`config.mk`:
```
export PLATFORM = sky130hd
export DESIGN_NAME = mul_share_arbiter
export DESIGN_NICKNAME = d
export VERILOG_FILES = /design/src/rtl/mul_share_arbiter.sv
export SDC_FILE = /design/constraint.sdc
export NUM_CORES = 1
export LEC_CHECK = 0
export BUFFER_PORTS_ARGS = -buffer_cell sky130_fd_sc_hd__buf_2
export CAP_MARGIN = 20
export CORE_UTILIZATION = 40
export DETAILED_ROUTE_END_ITERATION = 6
export GPL_TIMING_DRIVEN = 0
export PLACE_DENSITY = 0.69
export SLEW_MARGIN = 20
export SYNTH_ARGS = -nofsm -noshare
export SYNTH_HDL_FRONTEND = slang
export SYNTH_SLANG_ARGS = --single-unit
```
`constraint.sdc`:
```
create_clock -name clk -period 2 [get_ports clk]
set_input_delay 0.1 -clock clk [delete_from_list [all_inputs] [get_ports clk]]
set_output_delay 0.1 -clock clk [all_outputs]
set_load 0.03 [all_outputs]
```
`src/rtl/mul_share_arbiter.sv`:
```
// Two-requester front end for a single shared sequential multiplier: round-robin grant,
// operand latching, start/done sequencing with a stale-done guard, and a timeout watchdog.
module mul_share_arbiter #(
   parameter int unsigned WIDTH   = 8,
   parameter int unsigned TIMEOUT = 32
) (
   input  logic               clk,
   input  logic               rst,
   input  logic               req0,
   input  logic               req1,
   input  logic [WIDTH-1:0]   a0,
   input  logic [WIDTH-1:0]   b0,
   input  logic [WIDTH-1:0]   a1,
   input  logic [WIDTH-1:0]   b1,
   output logic               done0,
   output logic               done1,
   output logic [2*WIDTH-1:0] result,
   output logic               err,
   output logic               busy,
   output logic               grant,
   output logic               mul_start,
   output logic [WIDTH-1:0]   mul_a,
   output logic [WIDTH-1:0]   mul_b,
   input  logic [2*WIDTH-1:0] mul_out,
   input  logic               mul_done
);

   localparam int unsigned TW = $clog2(TIMEOUT + 1);

   typedef enum logic [2:0] {
      StIdle,
      StStart,
      StGuard,
      StWait,
      StResp
   } state_e;

   state_e             state_q;
   logic [WIDTH-1:0]   op_a_q;
   logic [WIDTH-1:0]   op_b_q;
   logic [TW-1:0]      timer_q;
   logic               last_q;
   logic               cool_q;
   logic               grant_q;
   logic               busy_q;
   logic               start_q;
   logic               done0_q;
   logic               done1_q;
   logic [2*WIDTH-1:0] result_q;
   logic               err_q;

   logic elig0;
   logic elig1;
   logic pick;

   // The requester served last is ignored for the first IDLE cycle after its response.
   always_comb begin
      elig0 = req0 && !(cool_q && !last_q);
      elig1 = req1 && !(cool_q && last_q);
      pick  = (elig0 && elig1) ? ~last_q : elig1;
   end

   always_ff @(posedge clk) begin
      if (rst) begin
         state_q  <= StIdle;
         op_a_q   <= '0;
         op_b_q   <= '0;
         timer_q  <= '0;
         last_q   <= 1'b1;
         cool_q   <= 1'b0;
         grant_q  <= 1'b0;
         busy_q   <= 1'b0;
         start_q  <= 1'b0;
         done0_q  <= 1'b0;
         done1_q  <= 1'b0;
         result_q <= '0;
         err_q    <= 1'b0;
      end else begin
         unique case (state_q)
            StIdle: begin
               cool_q <= 1'b0;
               if (elig0 || elig1) begin
                  grant_q <= pick;
                  op_a_q  <= pick ? a1 : a0;
                  op_b_q  <= pick ? b1 : b0;
                  busy_q  <= 1'b1;
                  start_q <= 1'b1;
                  state_q <= StStart;
               end
            end
            StStart: begin
               start_q <= 1'b0;
               state_q <= StGuard;
            end
            StGuard: begin
               // mul_done may still be high from the previous product here; ignore it.
               timer_q <= '0;
               state_q <= StWait;
            end
            StWait: begin
               if (mul_done) begin
                  result_q <= mul_out;
                  err_q    <= 1'b0;
                  done0_q  <= ~grant_q;
                  done1_q  <= grant_q;
                  state_q  <= StResp;
               end else if (timer_q == TW'(TIMEOUT - 1)) begin
                  result_q <= '0;
                  err_q    <= 1'b1;
                  done0_q  <= ~grant_q;
                  done1_q  <= grant_q;
                  state_q  <= StResp;
               end else begin
                  timer_q <= timer_q + TW'(1);
               end
            end
            StResp: begin
               done0_q  <= 1'b0;
               done1_q  <= 1'b0;
               result_q <= '0;
               err_q    <= 1'b0;
               last_q   <= grant_q;
               cool_q   <= 1'b1;
               busy_q   <= 1'b0;
               state_q  <= StIdle;
            end
            default: begin
               state_q <= StIdle;
            end
         endcase
      end
   end

   assign done0     = done0_q;
   assign done1     = done1_q;
   assign result    = result_q;
   assign err       = err_q;
   assign busy      = busy_q;
   assign grant     = grant_q;
   assign mul_start = start_q;
   assign mul_a     = op_a_q;
   assign mul_b     = op_b_q;

endmodule

```
==> run summary, run 1 <==
Outcome = complete, no violations
Crit-path leading delay family = compound AO/OA/AOI/OAI gates
Worst setup EP type = flop
Final worst-path cycle share = 93.8%
Vias in the first global route = 1,680
Num CTS Buffers = 5
Core Area = 4850 sq um
Largest net degree at the start of global routing = 16
Worst Path Max Fanout = 10
Number of flops mapped to enable cells by yosys = 0
Initial antenna violation count = 0
Psw = 697 uW
Non-Filler Instances = 376
Starting DRT DRC Count = 80
CTS clock-pin slew for the worst setup and hold paths = 0.09 ns
# DRC = 0
Util after Layout = 56.7%
Via count = 1,869
H-Tree Depth = 2
Register bit total from synthesis = 49
Post-layout instance area = 2750 sq um
Antenna-violating nets left = 0
# Max-Cap Violations = 0
Syn_area_per_cell = 9.96 sq um
RSZ-0062 raised after global routing = no
HPWL after DPL = 3.47 mm
FP Rows = 25
Slowest CP cell = dfxtp_1
WP data required = 2.25 ns
Commonest non-fill, non-tap cells in the layout = buf_2 (93), dfxtp_1 (49), a21oi_1 (24), mux2i_1 (18), a22o_1 (17)
Die height = 73.8 um
Total Wirelength = 4.84 mm
Fin worst setup slack = 0.124 ns
Critical-path cell list = ha_1 > and4_1 > a21o_1 > a21boi_2 > buf_4 > a22o_1
Placed Area = 2600 sq um
First-pass GRT wire length = 7.52 mm
Initial Util = 42.5%
# diodes = 0
WP data arrival = 2.13 ns
Critical Path Source Type = flop
Worst skew pair latency = 0.30 ns
Pre-CTS setup slack = 0.144 ns
Slew Viols, Final = 0
Vias per std cell = 4.97
IO buf count = 90
Max Root-Sink Buffers = 2
Placed Cells = 364
Pint = 1.62 mW
Relative slew slack = 65.6%
Tightest Pin Transition = 0.516 ns
Hold WS = 0.0109 ns
Leakage = 1.31 nW
Die footprint = 5450 sq um
F_max = 0.533 GHz
Hold Crit Class = in2reg
IO Pins = 91
Share of layout cells above drive strength 1 = 37.2%
YS warnings = 0
Shortest period the worst path allows = 1.88 ns
Setup Skew = 0.00905 ns
Syn_nets = 261
Setup TNS = 0 ns
Sequential power share = 46.8%
Routability cong. = 0.790
Die span in x = 73.8 um
Syn Inst Count = 207
CTS tree = done
Post-CTS setup buffer count = 0
Sw Share = 30.1%
DRT Pass-1 Iters = 4
Grt total ovfl = 0
Logic pwr share = 22.9%
Max VDD drop = 424 uV
Tot GR Track Use = 18.3%
Cell Area, Synth = 2060 sq um
Synth unique cells = 41
Most common cell after layout, fill and taps aside = buf_2
Final setup viols = 0
Total power draw = 2.32 mW
PD cells = 844 nW/um^2
Area Growth Syn to Fin = 33.3%
Clk sinks = 49
Final Hold Viols = 0
Ys flop type = dfxtp_1
Root Buffer Master = clkbuf_8
Sequential cell area fraction in the yosys report = 47.6%
Net count, final = 362
Clock network fraction of design power = 30.3%
Routed wire length per instance = 12.9 um
Post-synth ARST share = 0%
Worst setup path class = reg2reg
Slowest cell delay on critical path = 0.35 ns
Crit path buf inv count = 1
[layout make-up]
class                      count  area, sq um
fill                         447         2100
sequential                    49          981
multi-input combinational    141          968
timing repair buffer          94          490
buffer                        13         97.6
tap                           67         83.8
clock buffer                   6         72.6
clock inverter                 2         38.8
inverter                       4         15.0
[state kept, by name, indices dropped and copies added (netlist names), 3 cells and up]
register,flops
mul_a,8
state_q,3
result,16
mul_b,8
timer_q,6
[power by group through the flow]
stage / Combinational, mW / Sequential [mW] / Clock [mW]
after global routing: 0.570 / 1.09 / 0.771
after global placement: 0.523 / 1.11 / 0
after floorplan: 0.224 / 1.23 / 0
after CTS: 0.533 / 1.08 / 0.727
final: 0.530 / 1.08 / 0.703
after detailed placement: 0.527 / 1.11 / 0
[worst reg2reg max path, stage by stage, from the launching register on]
cell and delay, ns:
dfxtp_1 0.35, ha_1 0.25, and4_1 0.24, a21o_1 0.27, a21boi_2 0.34, buf_4 0.24
a22o_1 0.13
[synthesized netlist by cell type (2+ instances only)]
library cell / instances / share of area, %
buf_2: 3 / 0.73
buf_4: 2 / 0.73
o21ai_0: 9 / 2.2
buf_6: 5 / 2.7
inv_1: 4 / 0.73
a21oi_1: 24 / 5.8
a31oi_1: 6 / 1.8
mux2i_1: 18 / 8.7
o211ai_1: 2 / 0.73
nor2_1: 5 / 0.91
nand4b_1: 2 / 0.85
clkbuf_1: 2 / 0.36
nand2_1: 10 / 1.8
nand4_1: 4 / 1.2
nand2b_1: 2 / 0.61
nand3_1: 7 / 1.7
dfxtp_1: 49 / 48
o21ai_1: 13 / 3.2
a22o_1: 17 / 7.2
nor3_1: 2 / 0.49
[per-layer routing]
metal / routed length [um] / global-route usage (%)
met3: 228 / 4.80
met4: 65 / 7.69
met2: 2180 / 29.4
met1: 2370 / 23.2
met5: 0 / 0
[cell families (layout without fill, tap and decap cells)]
family	Yosys count	in the layout	synth area share [%]
AO/OA/AOI/OAI	79	79	24.8
flip-flops	49	49	47.6
AND/OR/NAND/NOR	43	43	12.8
multiplexers	18	18	8.74
buffers and inverters	17	119	5.46
adder cells (fa/ha/maj)	1	1	0.607
[final timing paths]
check | startpoint | endpoint | slack [ns] | cells past startpoint
worst max-delay path | timer_q[0] | result[11] | 0.12 | 6
worst min-delay path | mul_out[8] | result[8] | 0.01 | 2
worst max register to register | timer_q[0] | result[11] | 0.12 | 6
worst min register to register | result[1] | result[1] | 0.48 | 1
[what timing repair did]
action,CTS,global route
endpoints found under the hold margin,3,1
hold buffers,3,1
gates resized for setup,0,0
endpoints found under the setup margin,0,0
Note: power is estimated with default switching activity, not from simulation.
==> run 2: changes to the inputs <==
--- a/config.mk
+++ b/config.mk
@@ -10,6 +10,7 @@
 export CORE_UTILIZATION = 40
 export DETAILED_ROUTE_END_ITERATION = 6
 export GPL_TIMING_DRIVEN = 0
+export HOLD_SLACK_MARGIN = 0.12
 export PLACE_DENSITY = 0.69
 export SLEW_MARGIN = 20
 export SYNTH_ARGS = -nofsm -noshare
==> run summary, run 2 (same netlist as run 1, synthesis figures left out) <==
Tot GR Track Use = 22.8% (+4.5 points)
Slew Viols, Final = 0 (unchanged)
H-Tree Depth = 2 (unchanged)
Share of layout cells above drive strength 1 = 32.6% (-4.6 points)
Worst hold start = req0
R2r worst-path depth = 6 (unchanged)
# DRC = 0 (unchanged)
Die footprint = 5450 sq um (unchanged)
Slowest cell delay on critical path = 0.35 ns (about the same)
Hold Path End = grant
Largest net degree at the start of global routing = 16 (unchanged)
Via count = 2,088 (+12%)
# diodes = 0 (unchanged)
Final setup viols = 0 (unchanged)
Antenna-violating nets left = 0 (unchanged)
Initial Util = 42.5% (unchanged)
Hold WS = 0.200 ns (+0.189 ns)
F_max = 0.532 GHz (-0.17%)
Routability cong. = 0.790 (unchanged)
Root Buffer Master = clkbuf_8
WP data required = 2.25 ns (about the same)
Die span in x = 73.8 um (unchanged)
Critical Path Source Type = flop
Shortest period the worst path allows = 1.88 ns (+0.00325 ns)
Worst Path Max Fanout = 10 (unchanged)
Setup Skew = 0.0101 ns (+0.00109 ns)
Vias in the first global route = 2,010 (+20%)
Clk sinks = 49 (unchanged)
IO buf count = 90 (unchanged)
Reg2reg end = result[11]
Max VDD drop = 446 uV (+5.2%)
Final Hold Viols = 0 (unchanged)
First-pass GRT wire length = 9.31 mm (+24%)
Setup TNS = 0 ns (unchanged)
Worst reg-to-reg setup slack = 0.12 ns (about the same)
Post-CTS setup buffer count = 0 (unchanged)
Critical-path cell list = ha_1 > and4_1 > a21o_1 > a21boi_2 > buf_4 > a22o_1
CTS clock-pin slew for the worst setup and hold paths = 0.09 ns (about the same)
Commonest non-fill, non-tap cells in the layout = buf_2 (93), dlygate4sd3_1 (51), dfxtp_1 (49), a21oi_1 (24), mux2i_1 (18)
HPWL after DPL = 3.47 mm (unchanged)
IO Pins = 91 (unchanged)
WP data arrival = 2.13 ns (about the same)
Slowest CP cell = dfxtp_1
Worst skew pair latency = 0.31 ns (about the same)
Leakage = 1.50 nW (+15%)
FILL cells = 389 (-13%)
Worst setup path class = reg2reg
Tightest Pin Transition = 0.503 ns (-0.0123 ns)
Hold Crit Class = in2reg
PD cells = 750 nW/um^2 (-11%)
RSZ-0062 raised after global routing = no
DRT Pass-1 Iters = 4 (unchanged)
Die height = 73.8 um (unchanged)
Worst R2R Start = timer_q[0]
# Max-Cap Violations = 0 (unchanged)
Starting DRT DRC Count = 84 (+5.0%)
Num CTS Buffers = 5 (unchanged)
Core Area = 4850 sq um (unchanged)
Vias per std cell = 4.94 (-0.70%)
Outcome = complete, no violations
Final worst-path cycle share = 94.0% (+0.16 points)
Grt total ovfl = 0 (unchanged)
Total Wirelength = 6.00 mm (+24%)
Relative slew slack = 66.4% (+0.82 points)
Worst setup EP type = flop
Total power draw = 2.42 mW (+4.2%)
FP Rows = 25 (unchanged)
Most common cell after layout, fill and taps aside = buf_2
Max FFs per register = 16 (unchanged)
Initial antenna violation count = 0 (unchanged)
Net count, final = 409 (+13%)
Max Root-Sink Buffers = 2 (unchanged)
Routed wire length per instance = 14.2 um (+10%)
CTS tree = done
Hold Crit Depth = 4 (+2)
Area Growth Syn to Fin = 56.2%
run 2: changes by cell type in the layout (fill, tap and decap cells not counted):
cell           change
nand2_1            -1
nand2_2            +1
dlygate4sd3_1     +47
run 2: layer usage:
layer | up-vias | part of all wire, % | global-route usage, %
li1 | 1070 | - | -
met1 | 925 | 44 | 28.3
met2 | 83 | 49 | 38.4
met3 | 10 | 4.9 | 5.08
met4 | 0 | 1.6 | 8.33
met5 | - | 0 | 0
run 2: worst max-delay path by stage:
stage | from | slack, ns | to
finish | timer_q[0] | 0.12 | result[11]
global route | timer_q[0] | 0.02 | result[13]
CTS | timer_q[0] | 0.12 | result[9]
detailed placement | timer_q[0] | 0.14 | result[9]
global placement | timer_q[0] | 0.13 | result[9]
floorplan | timer_q[0] | 0.39 | result[10]
run 2: critical path, delay by kind of cell (launching register included):
family,cells,cell delay (ns)
simple gates,1,0.24
buf+inv,1,0.24
fa+ha+maj,1,0.25
flops,1,0.35
compound gates,3,0.75
run 2: per-stage QoR:
stage	area [sq um]	cells	util [%]	worst slack [ns]
4_1_cts	3220	423	66.4	0.118
5_1_grt	3220	423	66.4	0.0187
3_3_place_gp	2600	364	53.5	0.133
2_1_floorplan	2060	207	-	0.392
6_report	3220	423	66.4	0.120
3_5_place_dp	2600	364	53.5	0.144
run 2: layout make-up:
cell class              count  area [sq um]  area share [%]
plain buffers              13          97.6            3.03
clock buffers               6          72.6            2.25
clock inverters             2          38.8            1.20
inverters                   4          15.0           0.466
multi-input cells         141           971            30.1
flip-flops and latches     49           981            30.5
well taps                  67          83.8            2.60
repair buffers            141           961            29.8
run 2: repair_timing:
action / CTS / global route
hold buffers: 51 / 0
resized for setup: 0 / 1
setup endpoints to repair: 0 / 1
hold endpoints to repair: 35 / 0
run 2: power by group:
group / switching, mW / internal (mW)
registers: 0.0383 / 1.05
clock network: 0.334 / 0.376
logic: 0.358 / 0.262
==> run 3: changes to the inputs <==
==> constraint.sdc (replaced) <==
create_clock -name clk -period 2.15 [get_ports clk]
set_input_delay 0.1075 -clock clk [delete_from_list [all_inputs] [get_ports clk]]
set_output_delay 0.1075 -clock clk [all_outputs]
set_load 0.05 [all_outputs]
==> run summary, run 3 (same netlist as run 1, synthesis figures left out) <==
Hold Crit Class = in2reg
Most common cell after layout, fill and taps aside = buf_2
Worst setup path class = reg2reg
Pint = 1.57 mW (-7.1%)
RSZ-0062 raised after global routing = no
Crit-path leading delay family = buffers and inverters
PD cells = 727 nW/um^2 (-3.1%)
Leakage = 1.50 nW (+0.17%)
Largest net degree at the start of global routing = 16 (unchanged)
Setup TNS = 0 ns (unchanged)
Commonest non-fill, non-tap cells in the layout = buf_2 (93), dlygate4sd3_1 (51), dfxtp_1 (49), a21oi_1 (24), mux2i_1 (18)
Worst skew pair latency = 0.31 ns (about the same)
Total power draw = 2.34 mW (-3.2%)
Critical-path cell list = buf_6 > nor2b_4 > and2_1 > buf_2 > a31oi_1 > a2111oi_0 > dlygate4sd3_1
Max FFs per register = 16 (unchanged)
Slew Viols, Final = 0 (unchanged)
Logic pwr share = 28.4% (+2.8 points)
Die height = 73.8 um (unchanged)
Critical Path Source Type = flop
Sw Share = 33.0% (+2.8 points)
Fin worst setup slack = 0.108 ns (-0.0124 ns)
# Max-Cap Violations = 0 (unchanged)
Vias per std cell = 4.90 (-0.72%)
Tot GR Track Use = 22.7% (-0.029 points)
Area of the multi-input gates = 968 sq um (-0.26%)
IO Pins = 91 (unchanged)
Sequential power share = 43.2% (-1.8 points)
F_max = 0.490 GHz (-8.0%)
Worst setup EP type = flop
Max VDD drop = 421 uV (-5.7%)
Relative slew slack = 66.5% (about the same)
Worst Path Max Fanout = 10 (unchanged)
Final Hold Viols = 0 (unchanged)
Vias in the first global route = 2,008 (-0.10%)
Grt total ovfl = 0 (unchanged)
Slowest cell delay on critical path = 0.59 ns (+0.24 ns)
# DRC = 0 (unchanged)
FF+latch area = 981 sq um (unchanged)
Total Wirelength = 6.01 mm (+0.28%)
CTS clock-pin slew for the worst setup and hold paths = 0.09 ns (about the same)
WP data arrival = 2.29 ns (+0.16 ns)
Post-CTS Resized = 0 (unchanged)
Die footprint = 5450 sq um (unchanged)
Final worst-path cycle share = 95.0% (+1.0 points)
Starting DRT DRC Count = 94 (+12%)
Core Area = 4850 sq um (unchanged)
Antenna-violating nets left = 0 (unchanged)
Clock network fraction of design power = 28.4% (-1.0 points)
Hold WS = 0.170 ns (-0.0293 ns)
Max Root-Sink Buffers = 2 (unchanged)
Area Growth Syn to Fin = 56.1% (about the same)
Shortest period the worst path allows = 2.04 ns (+0.162 ns)
Die span in x = 73.8 um (unchanged)
FILL cells = 389 (unchanged)
First-pass GRT wire length = 9.30 mm (about the same)
Outcome = complete, no violations
Routability cong. = 0.790 (unchanged)
CTS tree = done
Tightest Pin Transition = 0.502 ns (-0.000856 ns)
Clk sinks = 49 (unchanged)
Routed wire length per instance = 14.2 um (+0.28%)
# diodes = 0 (unchanged)
IO buf count = 90 (unchanged)
WP data required = 2.40 ns (+0.15 ns)
H-Tree Depth = 2 (unchanged)
Initial antenna violation count = 0 (unchanged)
Worst R2R Start = state_q[1]
Psw = 772 uW (+5.7%)
HPWL after DPL = 3.47 mm (unchanged)
Root Buffer Master = clkbuf_8
Initial Util = 42.5% (unchanged)
Slowest CP cell = dlygate4sd3_1
FP Rows = 25 (unchanged)
Setup Skew = 0.0126 ns (+0.00249 ns)
Crit path buf inv count = 3 (+2)
Worst hold start = req0
Via count = 2,073 (-0.72%)
DRT Pass-1 Iters = 4 (unchanged)
Net count, final = 409 (unchanged)
Final setup viols = 0 (unchanged)
Num CTS Buffers = 5 (unchanged)
Pre-CTS setup slack = 0.294 ns (+0.150 ns)
Share of layout cells above drive strength 1 = 32.3% (-0.28 points)
Worst Setup SP = state_q[1]
[run 3: cell counts in the layout (fill, tap and decap cells not counted)]
Identical to the previous run, type by type.
[run 3: timing repair]
item                       in CTS  in global routing
hold endpoints to repair       34                  0
setup endpoints to repair       0                  1
hold buffers                   51                  0
buffers inserted                0                  0
[run 3: power by group through the flow]
stage               Combinational (mW)  Clock, mW  Sequential [mW]
global placement                 0.577          0             1.03
global route                     0.703      0.721             1.02
finish                           0.665      0.663             1.01
detailed placement               0.581          0             1.03
floorplan                        0.209          0             1.24
CTS                              0.655      0.676             1.01
[run 3: final timing paths]
kind                                   to  slack (ns)  cells after the start
worst max-delay path                  err        0.11                      7
worst min-delay path                grant        0.17                      4
worst max register to register        err        0.11                      7
worst min register to register  result[1]        0.48                      1
[run 3: tightest hold or removal path, cell delays in order]
cell and delay [ns]:
buf_2 0.09, o21ai_0 0.09, nand3_1 0.09, a21oi_1 0.05
[run 3: metal layers]
layer,up-vias,wire (um),GRT usage [%]
met3,10,285,5.08
met1,918,2680,28.1
li1,1066,-,-
met2,79,2950,38.5
met4,0,97,8.33
met5,-,0,0
[run 3: cell type report]
| class | count | area share [%] |
|---|---|---|
| clock buffers | 6 | 2.26 |
| inverters | 4 | 0.467 |
| multi-input cells | 141 | 30.1 |
| repair buffers | 141 | 29.9 |
| well taps | 67 | 2.60 |
| flip-flops and latches | 49 | 30.5 |
| clock inverters | 2 | 1.21 |
| plain buffers | 13 | 3.03 |
[run 3: per-stage QoR]
step / area (sq um) / util (%) / cells
after global routing: 3220 / 66.4 / 423
after detailed placement: 2600 / 53.5 / 364
after CTS: 3220 / 66.4 / 423
after global placement: 2600 / 53.5 / 364
after floorplan: 2060 / - / 207
final: 3220 / 66.4 / 423
